### config.mk
export PLATFORM = sky130hd
export DESIGN_NAME = craft_iter_core
export DESIGN_NICKNAME = d
export VERILOG_FILES = /design/src/rtl/craft_pkg.sv /design/src/rtl/craft_round.sv /design/src/rtl/craft_iter_core.sv
export SDC_FILE = /design/constraint.sdc
export NUM_CORES = 1
export LEC_CHECK = 0
export CAP_MARGIN = 0
export CORE_ASPECT_RATIO = 1.2
export CORE_MARGIN = 5
export CORE_UTILIZATION = 38
export DETAILED_ROUTE_END_ITERATION = 7
export GPL_TIMING_DRIVEN = 0
export PLACE_DENSITY = 0.54
export RECOVER_POWER = 50
export SLEW_MARGIN = 20
export SYNTH_ARGS = -nofsm -noshare
export SYNTH_HDL_FRONTEND = slang
export SYNTH_SLANG_ARGS = --single-unit
### constraint.sdc
create_clock -name clk -period 14.2 [get_ports clk]
set_input_delay 4.26 -clock clk [delete_from_list [all_inputs] [get_ports clk]]
set_output_delay 4.26 -clock clk [all_outputs]
set_load 0.05 [all_outputs]
### src/rtl/craft_pkg.sv
// -----------------------------------------------------------------------------
// craft_pkg
//   Shared types, permutation tables and helper functions for the CRAFT-64
//   iterative core.
//
//   State convention: a 64-bit block holds 16 nibbles, nibble 0 at [63:60].
//   Nibble i sits at row i/4, column i%4 of the 4x4 cipher state.
// -----------------------------------------------------------------------------
package craft_pkg;

  typedef logic [63:0]      craft_state_t;
  typedef logic [3:0][63:0] craft_tk_t;

  typedef enum logic [1:0] {
    ST_IDLE = 2'd0,
    ST_RUN  = 2'd1,
    ST_DONE = 2'd2
  } craft_fsm_t;

  // Longest round count the RC generator has to reach.
  localparam int CRAFT_MAX_ROUNDS = 32;

  // Tweak permutation: nibble i of Q(T) is nibble CRAFT_Q_PERM[i] of T.
  localparam int CRAFT_Q_PERM [16] = '{12, 10, 15, 5, 14, 8, 9, 2,
                                        11, 3, 7, 4, 6, 0, 1, 13};

  // Nibble permutation: nibble i moves to position CRAFT_PN_PERM[i].
  // The table is an involution, so the direction of use is immaterial.
  localparam int CRAFT_PN_PERM [16] = '{15, 12, 13, 14, 10, 9, 8, 11,
                                         6, 5, 4, 7, 1, 2, 3, 0};

  localparam logic [3:0] CRAFT_SBOX [16] = '{4'hc, 4'ha, 4'hd, 4'h3,
                                             4'he, 4'hb, 4'hf, 4'h7,
                                             4'h8, 4'h9, 4'h1, 4'h5,
                                             4'h0, 4'h2, 4'h4, 4'h6};

  function automatic logic [3:0] craft_nib(input craft_state_t s, input int i);
    return s[63-4*i -: 4];
  endfunction

  // Round constant for round r: two small LFSRs stepped r times from their
  // seeds. The loop has a fixed trip count so it unrolls into a mux tree
  // when r is driven from the round counter.
  function automatic logic [7:0] craft_rc(input int r);
    logic [3:0] a;
    logic [2:0] b;
    a = 4'b0001;
    b = 3'b001;
    for (int k = 0; k < CRAFT_MAX_ROUNDS; k++) begin
      if (k < r) begin
        a = {a[1] ^ a[0], a[3:1]};
        b = {b[1] ^ b[0], b[2:1]};
      end
    end
    return {a, 1'b0, b};
  endfunction

  function automatic craft_state_t craft_q(input craft_state_t t);
    craft_state_t q;
    q = '0;
    for (int i = 0; i < 16; i++) begin
      q[63-4*i -: 4] = craft_nib(t, CRAFT_Q_PERM[i]);
    end
    return q;
  endfunction

  // TK0=K0^T, TK1=K1^T, TK2=K0^Q(T), TK3=K1^Q(T); round r uses TK[r mod 4].
  function automatic craft_tk_t craft_tweakey(input logic [127:0] key,
                                              input craft_state_t tweak);
    craft_tk_t    tk;
    craft_state_t tq;
    tq    = craft_q(tweak);
    tk[0] = key[127:64] ^ tweak;
    tk[1] = key[63:0]   ^ tweak;
    tk[2] = key[127:64] ^ tq;
    tk[3] = key[63:0]   ^ tq;
    return tk;
  endfunction

endpackage

### src/rtl/craft_round.sv
// -----------------------------------------------------------------------------
// craft_round
//   One combinational CRAFT round:
//     MixColumn -> AddConst (row 1) -> AddTweakey -> PermuteNibbles -> SBox
//
// Ports
//   din      in   64  round input state
//   rc       in    8  round constant {a[3:0], 1'b0, b[2:0]}
//   tk       in   64  tweakey word for this round
//   add_key  out  64  state after AddTweakey (result of the final round)
//   dout     out  64  full round result
// -----------------------------------------------------------------------------
module craft_round
  import craft_pkg::*;
(
  input  craft_state_t din,
  input  logic [7:0]   rc,
  input  craft_state_t tk,
  output craft_state_t add_key,
  output craft_state_t dout
);

  craft_state_t mc;
  craft_state_t arc;

  // MixColumn with M = [1 0 1 1; 0 1 0 1; 0 0 1 0; 0 0 0 1]:
  // only rows 0 and 1 change.
  always_comb begin
    mc = din;
    for (int c = 0; c < 4; c++) begin
      mc[63-4*c -: 4]     = craft_nib(din, c) ^ craft_nib(din, 8 + c) ^
                            craft_nib(din, 12 + c);
      mc[63-4*(4+c) -: 4] = craft_nib(din, 4 + c) ^ craft_nib(din, 12 + c);
    end
  end

  // RC lands on nibbles 4 (a) and 5 ({0,b}), i.e. bits [47:40].
  assign arc     = mc ^ {16'h0000, rc, 40'h00_0000_0000};
  assign add_key = arc ^ tk;

  always_comb begin
    dout = '0;
    for (int i = 0; i < 16; i++) begin
      dout[63-4*CRAFT_PN_PERM[i] -: 4] = CRAFT_SBOX[craft_nib(add_key, i)];
    end
  end

endmodule

### src/rtl/craft_iter_core.sv
// -----------------------------------------------------------------------------
// craft_iter_core
//   Iterative CRAFT-64 encryption core (64-bit block, 128-bit key, 64-bit
//   tweak). Executes UNROLL rounds per clock until ROUNDS rounds are done,
//   then presents the ciphertext until the consumer takes it.
//
// Parameters
//   UNROLL  rounds per clock: 1, 2, 4, 8, 16 or 32, and must divide ROUNDS
//   ROUNDS  total rounds (32 for full CRAFT; fewer only for reduced-round test)
//
// Ports
//   clk        in   1    rising-edge clock
//   rst_n      in   1    synchronous, active-low reset
//   in_valid   in   1    request valid
//   in_ready   out  1    core can accept a request (IDLE only)
//   in_pt      in   64   plaintext, nibble 0 = [63:60]
//   in_key     in   128  K0 = [127:64], K1 = [63:0]
//   in_tweak   in   64   tweak, nibble 0 = [63:60]
//   out_valid  out  1    ciphertext valid (DONE)
//   out_ready  in   1    consumer accepts ciphertext
//   out_ct     out  64   ciphertext, held stable while out_valid
//   busy       out  1    high in RUN or DONE
// -----------------------------------------------------------------------------
module craft_iter_core
  import craft_pkg::*;
#(
  parameter int UNROLL = 1,
  parameter int ROUNDS = 32
) (
  input  logic         clk,
  input  logic         rst_n,
  input  logic         in_valid,
  output logic         in_ready,
  input  logic [63:0]  in_pt,
  input  logic [127:0] in_key,
  input  logic [63:0]  in_tweak,
  output logic         out_valid,
  input  logic         out_ready,
  output logic [63:0]  out_ct,
  output logic         busy
);

  localparam int CYCLES = ROUNDS / UNROLL;
  localparam int CNT_W  = $clog2(CYCLES) + 1;

  craft_fsm_t       state;
  logic [CNT_W-1:0] cnt;
  craft_state_t     blk_p0;
  craft_tk_t        tk_p0;
  craft_state_t     rnd_res;

  // ---- round chain: blk_p0 -> UNROLL combinational rounds -> rnd_res ----
  for (genvar j = 0; j < UNROLL; j++) begin : g_round
    int           r;
    logic [7:0]   rc;
    craft_state_t tk;
    craft_state_t din;
    craft_state_t add_key;
    craft_state_t dout;
    craft_state_t res;

    // With UNROLL >= 4 the tweakey index folds to the constant j mod 4.
    always_comb begin
      r  = int'(cnt) * UNROLL + j;
      rc = craft_rc(r);
      tk = tk_p0[r[1:0]];
    end

    if (j == 0) begin : g_first
      assign din = blk_p0;
    end else begin : g_next
      assign din = g_round[j-1].res;
    end

    craft_round u_round (
      .din     (din),
      .rc      (rc),
      .tk      (tk),
      .add_key (add_key),
      .dout    (dout)
    );

    // The last cipher round stops after AddTweakey. Because UNROLL divides
    // ROUNDS this can only be true in the last slot of the last cycle.
    assign res = (r == ROUNDS - 1) ? add_key : dout;
  end

  assign rnd_res = g_round[UNROLL-1].res;

  // ---- control FSM and state registers ----
  always_ff @(posedge clk) begin
    if (!rst_n) begin
      state     <= ST_IDLE;
      in_ready  <= 1'b1;
      out_valid <= 1'b0;
      busy      <= 1'b0;
      out_ct    <= '0;
      cnt       <= '0;
      blk_p0    <= '0;
      tk_p0     <= '0;
    end else begin
      case (state)
        ST_IDLE: begin
          if (in_valid && in_ready) begin
            blk_p0   <= in_pt;
            tk_p0    <= craft_tweakey(in_key, in_tweak);
            cnt      <= '0;
            state    <= ST_RUN;
            in_ready <= 1'b0;
            busy     <= 1'b1;
          end
        end
        ST_RUN: begin
          blk_p0 <= rnd_res;
          cnt    <= cnt + 1'b1;
          if (cnt == CNT_W'(CYCLES - 1)) begin
            state     <= ST_DONE;
            out_valid <= 1'b1;
            out_ct    <= rnd_res;
          end
        end
        ST_DONE: begin
          if (out_ready) begin
            state     <= ST_IDLE;
            out_valid <= 1'b0;
            busy      <= 1'b0;
            in_ready  <= 1'b1;
          end
        end
        default: begin
          state     <= ST_IDLE;
          in_ready  <= 1'b1;
          out_valid <= 1'b0;
          busy      <= 1'b0;
        end
      endcase
    end
  end

endmodule
==> results of run 1 <==
-- metrics by stage --
step	total power, mW	area, sq um	cells	util	setup WS [ps]
2_1_floorplan	2.15	26300	3230	-	4240
3_3_place_gp	2.62	30100	4401	0.439	780
3_5_place_dp	2.63	30100	4401	0.439	1830
4_1_cts	3.79	31500	4479	0.460	1780
5_1_grt	3.96	31500	4479	0.460	650
6_report	3.82	31500	4481	0.460	1380
-- cell usage in the layout (no fill, tap or decap), types with 25 or more instances in the layout --
cell type,n
o21ai_0,106
buf_1,82
mux4_2,64
nand3_1,58
clkbuf_16,44
clkbuf_1,203
a211oi_1,316
a221oi_1,33
xnor2_1,359
and3_1,28
nor3_1,43
dlygate4sd3_1,69
clkdlybuf4s50_1,193
o211ai_1,32
a22oi_1,37
a21oi_1,172
dfxtp_1,395
inv_1,39
mux2i_1,34
nor2_1,511
xor2_1,58
a31oi_1,30
nand2_1,188
and2_1,25
-- critical path, delay by kind of cell (launching register included) --
family,cells,cell delay (ps)
buffers and inverters,8,3490
xor gates and xnor gates,3,1140
and+or+nand+nor,6,1600
DFF,1,390
adders and majority gates,2,430
muxes,1,80
AOI/OAI and AO/OA,19,5460
-- routing by layer --
metal,share of wire,vias up,routed length [um],global-route usage
met5,0.00011,-,14,0
met4,0.042,4,5240,0.114
met3,0.073,215,9160,0.0550
met2,0.47,1236,59000,0.532
met1,0.41,13150,51400,0.407
li1,-,12297,-,-
-- layout make-up --
class / instances / area (sq um) / share of cell area
timing repair buffer: 262 / 2620 / 0.0832
clock buffer: 67 / 1300 / 0.0412
tap: 909 / 1140 / 0.0361
clock inverter: 11 / 139 / 0.00441
buffer: 301 / 1180 / 0.0376
inverter: 40 / 150 / 0.00477
sequential: 395 / 7910 / 0.251
multi-input combinational: 2494 / 17100 / 0.542
antenna: 2 / 5.00 / 0.000159
-- cells by family after synthesis --
family | after synthesis | share of synthesized area
AO/OA/AOI/OAI | 968 | 0.263
XOR/XNOR | 417 | 0.139
adder cells (fa/ha/maj) | 16 | 0.00657
buffers and inverters | 341 | 0.0504
flip-flops | 395 | 0.301
multiplexers | 115 | 0.0753
AND/OR/NAND/NOR | 978 | 0.165
-- cells in the mapped netlist (43+ instances only) --
| library cell | number |
|---|---|
| clkbuf_1 | 192 |
| a211oi_1 | 316 |
| o21ai_0 | 106 |
| nor2_1 | 511 |
| buf_1 | 88 |
| xor2_1 | 58 |
| dfxtp_1 | 395 |
| nand2_1 | 188 |
| nor3_1 | 43 |
| mux4_2 | 64 |
| nand3_1 | 58 |
| xnor2_1 | 359 |
| a21oi_1 | 172 |
-- state kept, by name (all words and copies together), names as in the netlist --
signal / flops
out_ct: 64
out_valid: 1
in_ready: 1
busy: 1
cnt: 6
state: 2
blk_p0: 64
tk_p0: 256
-- worst max path at each step --
stage                     slack [ps]  cells past startpoint         end
final                           1380                     39  blk_p0[22]
after global routing             650                     40  blk_p0[22]
after CTS                       1780                     39  blk_p0[22]
after detailed placement        1830                     39  out_ct[27]
after global placement           780                     41  blk_p0[22]
after floorplan                 4240                     41  out_ct[27]
-- power by group through the flow --
stage	clock network (mW)	registers, mW	logic, mW
floorplan	0	1.29	0.855
CTS	1.18	1.30	1.31
global route	1.22	1.31	1.42
detailed placement	0	1.33	1.30
finish	1.17	1.31	1.34
global placement	0	1.32	1.29
==> flow_metrics.env, run 1 <==
export IMPL_swShare=0.378
export IMPL_critPathArrivalTime_ps=13280
export IMPL_r2r_end="blk_p0[22]"
export IMPL_cpPeakStageDelay_ps=880
export IMPL_post_synth_top_area_cell="dfxtp_1"
export IMPL_ys_ff_latch=395
export IMPL_area_growth_pct=19.8
export IMPL_drive_above_1_share=0.0695
export IMPL_power_frac_clock=0.307
export IMPL_end_kind="flop"
export IMPL_p_comb_frac=0.352
export IMPL_grt_usage=0.316
export IMPL_drt_iter0_markers=2320
export IMPL_coreArea_sq_um=68400
export IMPL_vias_per_cell=6.00
export IMPL_p_int_mw=2.38
export IMPL_die_y_um=298
export IMPL_drt_pass1_iterations=7
export IMPL_wl_per_cell_um=27.9
export IMPL_r2r_setup_slack_ps=1380
export IMPL_dp_hpwl_um=99300
export IMPL_start_kind="flop"
export IMPL_async_reset_ff_frac=0
export IMPL_clock_latency_ps=600
export IMPL_p_leak_nw=11.0
export IMPL_antenna_found_initial=5
export IMPL_drv_cap=0
export IMPL_ys_seq_area_frac=0.301
export IMPL_h_tree_depth=2
export IMPL_vias=26902
export IMPL_cpMaxStageDelayCell="a211oi_1"
export IMPL_clock_skew_ps=29.2
export IMPL_cp_max_fo=10
export IMPL_max_slew_margin=0.208
export IMPL_grt_overflow=0
export IMPL_wl_um=125000
export IMPL_hold_viol=0
export IMPL_hold_end="out_ct[43]"
export IMPL_die_area_sq_um=74600
export IMPL_fin_hold_ws_ps=454
export IMPL_cts_buffer_depth=3
export IMPL_peakVddDrop_mv=0.0737
export IMPL_synthTopCellsByArea="dfxtp_1, xnor2_1, a211oi_1, nor2_1, mux4_2"
export IMPL_startpoint="cnt[0]"
export IMPL_hp_class="reg2reg"
export IMPL_synth_edf_count=0
export IMPL_cts_tree="built"
export IMPL_post_route_min_period_ps=12820
export IMPL_worstSetupPathType="reg2reg"
export IMPL_nets=3803
export IMPL_period_share=0.903
export IMPL_setup_viol=0
export IMPL_cts_resized=0
export IMPL_tightestPinTransition_ps=1190
export IMPL_synth_distinct_cells=113
export IMPL_ioPinCount=327
export IMPL_ys_flop_type="dfxtp_1"
export IMPL_grt_pass1_wl_um=180000
export IMPL_synthDominantCellAreaShare=0.301
export IMPL_rsz0062_at_grt="no"
export IMPL_cts_root_buf="clkbuf_16"
export IMPL_post_cts_buffers=0
export IMPL_initial_core_util=0.384
export IMPL_r2r_worst_path_cells=39
export IMPL_fillers=6885
export IMPL_clkSlewWorstSetupHoldPaths_ps=60
export IMPL_worstReg2RegStart="cnt[0]"
export IMPL_holdPathStages=2
export IMPL_worstHoldStart="out_ct[43]"
export IMPL_yosys_warnings=0
export IMPL_synthCells=3230
export IMPL_dieWidth_um=250
export IMPL_drc_errors=0
export IMPL_outcome="finished, final reports clean"
export IMPL_clock_sinks=395
export IMPL_avgSynthCellArea_sq_um=8.14
export IMPL_power_switching_mw=1.44
export IMPL_gp_congestion=0.981
export IMPL_cts_buffers=44
export IMPL_grt_pass1_vias=26193
export IMPL_grt_max_degree=13
export IMPL_powerDensity_nw_per_um2=121
export IMPL_netlist_area_sq_um=26300
export IMPL_p_seq_frac=0.342
export IMPL_fmaxAchievable_mhz=78.0
export IMPL_std_cell_rows=105
export IMPL_drtAntennaViolNets=0
export IMPL_synth_nets=3495
export IMPL_maxSlewViolCount=0
export IMPL_ctsHoldBuffers=0
export IMPL_io_buffers=262
export IMPL_setup_tns_ps=0
export IMPL_worst_ep_required_time_ps=14650
Power figures use the tool's default switching activity.
==> run 2, diff against run 1 <==
SYNTH_HIERARCHICAL = 1   (was not set)
==> flow_metrics.env, run 2 <==
export IMPL_worstSetupPathType="reg2reg"
export IMPL_cts_root_buf="clkbuf_16"
export IMPL_drt_iter0_markers=1913
export IMPL_holdPathStages=1
export IMPL_synth_nets=3505
export IMPL_ys_ff_latch=395
export IMPL_cts_tree="built"
export IMPL_wl_um=113000
export IMPL_clock_sinks=395
export IMPL_peakVddDrop_mv=0.0921
export IMPL_post_synth_top_area_cell="dfxtp_1"
export IMPL_die_y_um=304
export IMPL_start_kind="flop"
export IMPL_antenna_found_initial=8
export IMPL_maxSlewViolCount=0
export IMPL_h_tree_depth=2
export IMPL_drc_errors=0
export IMPL_hold_viol=0
export IMPL_max_slew_margin=0.227
export IMPL_layout_common_cells="dfxtp_1, nand2_1, xnor2_1"
export IMPL_area_growth_pct=19.0
export IMPL_io_buffers=261
export IMPL_synth_most_common_cell="dfxtp_1"
export IMPL_std_cell_rows=108
export IMPL_synthTopCellsByArea="dfxtp_1, xnor2_1, o211a_1, nand2_1, mux4_2"
export IMPL_yosys_warnings=6
export IMPL_cpMaxStageDelayCell="clkdlybuf4s15_1"
export IMPL_r2r_worst_path_cells=43
export IMPL_worst_ep_required_time_ps=14690
export IMPL_coreArea_sq_um=71900
export IMPL_drv_cap=0
export IMPL_ys_seq_area_frac=0.288
export IMPL_period_share=0.936
export IMPL_largest_reg_flops=256
export IMPL_async_reset_ff_frac=0
export IMPL_clock_skew_ps=22.7
export IMPL_critPathArrivalTime_ps=13790
export IMPL_p_leak_nw=14.8
export IMPL_top_regs="tk_p0 x256, blk_p0 x64, out_ct x64"
export IMPL_netlist_area_sq_um=27400
export IMPL_hp_class="reg2reg"
export IMPL_final_common_cell="dfxtp_1"
export IMPL_worstReg2RegStart="cnt[0]"
export IMPL_gp_congestion=0.941
export IMPL_post_cts_buffers=0
export IMPL_setup_tns_ps=0
export IMPL_setup_viol=0
export IMPL_cp_max_fo=10
export IMPL_vias_per_cell=5.72
export IMPL_die_area_sq_um=77600
export IMPL_fmaxAchievable_mhz=75.2
export IMPL_r2r_setup_slack_ps=900
export IMPL_clock_latency_ps=570
export IMPL_worstHoldStart="tk_p0[131]"
export IMPL_setup_ws_ps=903
export IMPL_ioPinCount=327
export IMPL_nets=3810
export IMPL_avgSynthCellArea_sq_um=8.46
export IMPL_dp_hpwl_um=91200
export IMPL_clkSlewWorstSetupHoldPaths_ps=60
export IMPL_top_register="tk_p0"
export IMPL_end_kind="flop"
export IMPL_tightestPinTransition_ps=1140
export IMPL_crit_buf_inv=7
export IMPL_dieWidth_um=255
export IMPL_grt_pass1_wl_um=165000
export IMPL_vias=25814
export IMPL_post_route_min_period_ps=13300
export IMPL_grt_usage=0.277
export IMPL_r2r_end="out_ct[26]"
export IMPL_powerDensity_nw_per_um2=116
export IMPL_synth_edf_count=0
export IMPL_wl_per_cell_um=25.1
export IMPL_synthDominantCellAreaShare=0.288
export IMPL_drt_pass1_iterations=5
export IMPL_drtAntennaViolNets=0
export IMPL_synth_distinct_cells=109
export IMPL_cts_buffer_depth=3
export IMPL_cpPeakStageDelay_ps=740
export IMPL_grt_max_degree=14
export IMPL_grt_overflow=0
export IMPL_rsz0062_at_grt="no"
export IMPL_grt_pass1_vias=25517
export IMPL_dpl_worst_slack_ps=866
export IMPL_synth_common_cells="dfxtp_1, nand2_1, xnor2_1"
export IMPL_synthCells=3239
export IMPL_drive_above_1_share=0.0688
export IMPL_outcome="finished, final reports clean"
export IMPL_cts_buffers=42
export IMPL_fin_hold_ws_ps=495
export IMPL_critPathTopFamily="compound AO/OA/AOI/OAI gates"
export IMPL_power_total_mw=3.78
export IMPL_ys_flop_type="dfxtp_1"
export IMPL_initial_core_util=0.381
export IMPL_hold_end="tk_p0[131]"
-- run 2: per-layer routing --
| metal | GRT usage | wire length, um | vias to the layer above | share of wire |
|---|---|---|---|---|
| met5 | 0 | 49 | - | 0.00043 |
| met1 | 0.346 | 45400 | 12541 | 0.40 |
| met2 | 0.489 | 56300 | 856 | 0.50 |
| li1 | - | - | 12211 | - |
| met4 | 0.112 | 5450 | 8 | 0.048 |
| met3 | 0.0262 | 5870 | 198 | 0.052 |
-- run 2: worst reg2reg max path, delay by kind of cell (launching register included) --
| family | cells | cell delay (ps) |
|---|---|---|
| AOI/OAI and AO/OA | 21 | 6180 |
| xor gates and xnor gates | 5 | 1410 |
| adders and majority gates | 2 | 510 |
| buffers and inverters | 7 | 3060 |
| DFF | 1 | 370 |
| muxes | 3 | 680 |
| and+or+nand+nor | 5 | 1020 |
-- run 2: area by class of cell --
type / count / area [sq um]
antenna: 6 / 15.0
buffer: 292 / 1130
clock buffer: 63 / 1250
clock inverter: 11 / 155
fill: 7326 / 39300
inverter: 31 / 116
multi-input combinational: 2521 / 18300
sequential: 395 / 7910
tap: 935 / 1170
timing repair buffer: 261 / 2610
-- run 2: where the power goes --
part	internal, mW	switching (mW)
clock network	0.664	0.480
logic	0.560	0.756
registers	1.22	0.101
total	2.44	1.34
-- run 2: how the worst max path moves through the flow --
stage | from | to | slack [ps] | depth (start not counted)
2_1_floorplan | cnt[0] | out_ct[24] | 4300 | 43
3_3_place_gp | cnt[0] | out_ct[26] | 780 | 44
3_5_place_dp | cnt[0] | out_ct[26] | 870 | 43
4_1_cts | cnt[0] | out_ct[26] | 820 | 42
5_1_grt | cnt[0] | out_ct[25] | 130 | 44
6_report | cnt[0] | out_ct[26] | 900 | 43
-- run 2: cells by family (layout without fill, tap and decap cells) --
| group | after synthesis | count (layout) | synth area share |
|---|---|---|---|
| AOI/OAI and AO/OA | 962 | 962 | 0.273 |
| xor gates and xnor gates | 430 | 430 | 0.144 |
| adders and majority gates | 9 | 9 | 0.00397 |
| buffers and inverters | 323 | 658 | 0.0451 |
| DFF | 395 | 395 | 0.288 |
| muxes | 170 | 170 | 0.0921 |
| other | 1 | 7 | 0.000137 |
| and+or+nand+nor | 949 | 949 | 0.152 |
-- run 2: stage by stage --
| step | area, sq um | cells | util |
|---|---|---|---|
| 2_1_floorplan | 27400 | 3239 | - |
| 3_3_place_gp | 31200 | 4435 | 0.434 |
| 3_5_place_dp | 31200 | 4435 | 0.434 |
| 4_1_cts | 32600 | 4509 | 0.454 |
| 5_1_grt | 32600 | 4509 | 0.454 |
| 6_report | 32600 | 4515 | 0.454 |
-- run 2: timing repair --
action                     CTS  global route
gates resized for setup      0             4
setup endpoints to repair    0             8
hold buffers                 0             0
==> run 3, diff against run 2 <==
CORE_UTILIZATION = 40   (was 38)
PLACE_DENSITY = 0.71   (was 0.54)
==> flow_metrics.env, run 3 (synthesized netlist as in run 2, its figures left out) <==
export IMPL_start_kind="flop"
export IMPL_post_route_min_period_ps=13310
export IMPL_crit_top_cell="clkbuf_1"
export IMPL_std_cell_rows=105
export IMPL_io_buffers=261
export IMPL_post_cts_buffers=0
export IMPL_cts_resized=0
export IMPL_setup_ws_ps=891
export IMPL_worstSetupPathType="reg2reg"
export IMPL_area_growth_pct=18.5
export IMPL_period_share=0.937
export IMPL_grt_overflow=0
export IMPL_maxSlewViolCount=0
export IMPL_cpMaxStageDelayCell="clkbuf_1"
export IMPL_end_kind="flop"
export IMPL_vias_per_cell=5.95
export IMPL_drt_pass1_iterations=6
export IMPL_drive_above_1_share=0.0681
export IMPL_grt_pass1_wl_um=156000
export IMPL_dp_hpwl_um=84800
export IMPL_grt_pass1_vias=25510
export IMPL_power_total_mw=3.72
export IMPL_drtAntennaViolNets=0
export IMPL_gp_congestion=0.992
export IMPL_powerDensity_nw_per_um2=115
export IMPL_top_regs="tk_p0 x256, blk_p0 x64, out_ct x64"
export IMPL_cpPeakStageDelay_ps=780
export IMPL_drv_cap=0
export IMPL_setup_viol=0
export IMPL_nets=3806
export IMPL_ctsHoldBuffers=0
export IMPL_grt_max_degree=16
export IMPL_cts_tree="built"
export IMPL_drc_errors=0
export IMPL_peakVddDrop_mv=0.118
export IMPL_antenna_found_initial=2
export IMPL_outcome="finished, final reports clean"
export IMPL_worst_ep_required_time_ps=14680
export IMPL_final_common_cell="dfxtp_1"
export IMPL_ioPinCount=327
export IMPL_setup_tns_ps=0
export IMPL_grt_usage=0.267
export IMPL_p_leak_nw=14.7
export IMPL_vias=26668
export IMPL_cts_root_buf="clkbuf_16"
export IMPL_h_tree_depth=2
export IMPL_cts_buffer_depth=3
export IMPL_critPathArrivalTime_ps=13790
export IMPL_clock_latency_ps=560
export IMPL_clock_skew_ps=22.4
export IMPL_cp_max_fo=10
export IMPL_coreArea_sq_um=68200
export IMPL_top_register="tk_p0"
export IMPL_layout_common_cells="dfxtp_1, nand2_1, xnor2_1"
export IMPL_rsz0062_at_grt="no"
export IMPL_hp_class="reg2reg"
export IMPL_die_area_sq_um=73900
export IMPL_die_y_um=297
export IMPL_dieWidth_um=249
export IMPL_wl_um=106000
export IMPL_clkSlewWorstSetupHoldPaths_ps=70
export IMPL_fmaxAchievable_mhz=75.1
export IMPL_cts_buffers=38
export IMPL_largest_reg_flops=256
export IMPL_max_slew_margin=0.230
export IMPL_drt_iter0_markers=2603
export IMPL_initial_core_util=0.402
export IMPL_tightestPinTransition_ps=1150
export IMPL_wl_per_cell_um=23.6
export IMPL_hold_viol=0
export IMPL_dpl_worst_slack_ps=1350
export IMPL_clock_sinks=395
-- run 3: cell count changes in the layout (fill, tap and decap cells not counted), sizes merged --
cell,before,now
clkbuf,270,263
buf,84,86
clkinvlp,1,2
diode,6,2
inv,31,33
clkinv,7,6
clkdlybuf4s15,1,0
-- run 3: worst paths after layout --
| kind | from | end | slack [ps] | cells past startpoint |
|---|---|---|---|---|
| max | cnt[0] | out_ct[25] | 890 | 43 |
| min | tk_p0[49] | tk_p0[49] | 500 | 1 |
| max reg2reg | cnt[0] | out_ct[25] | 890 | 43 |
| min reg2reg | tk_p0[49] | tk_p0[49] | 500 | 1 |
-- run 3: worst max-delay path: cells and delay by family (launching register included) --
kind                       cells  cell delay [ps]
xor gates and xnor gates       4              950
muxes                          5             1380
adders and majority gates      2              560
and+or+nand+nor                9             2360
AOI/OAI and AO/OA             16             4380
DFF                            1              380
buffers and inverters          7             3160
-- run 3: final cells by class --
type | instances | area, sq um
repair buffers | 261 | 2610
fillers | 6664 | 35700
multi-input cells | 2521 | 18300
clock buffers | 57 | 1150
clock inverters | 13 | 168
flip-flops and latches | 395 | 7910
plain buffers | 292 | 1120
well taps | 909 | 1140
inverters | 31 | 116
diodes | 2 | 5.00
-- run 3: stage by stage --
step	utilization	hold slack [ps]	std cells	instance area, sq um
after global routing	0.476	503	4479	32500
after CTS	0.476	495	4479	32500
after detailed placement	0.457	480	4409	31200
after global placement	0.457	474	4409	31200
after floorplan	-	467	3239	27400
final	0.476	498	4481	32500
-- run 3: where the power goes --
part | total (mW) | internal (mW) | leakage (nW) | switching, mW
clock | 1.10 | 0.623 | 0.649 | 0.473
sequential | 1.32 | 1.22 | 3.25 | 0.0988
combinational | 1.31 | 0.558 | 10.8 | 0.749
-- run 3: per-layer routing --
layer,vias up,GRT usage,share of wire
li1,12188,-,-
met1,12781,0.316,0.37
met2,1416,0.464,0.48
met3,283,0.0428,0.089
met4,0,0.145,0.066
met5,-,0,0
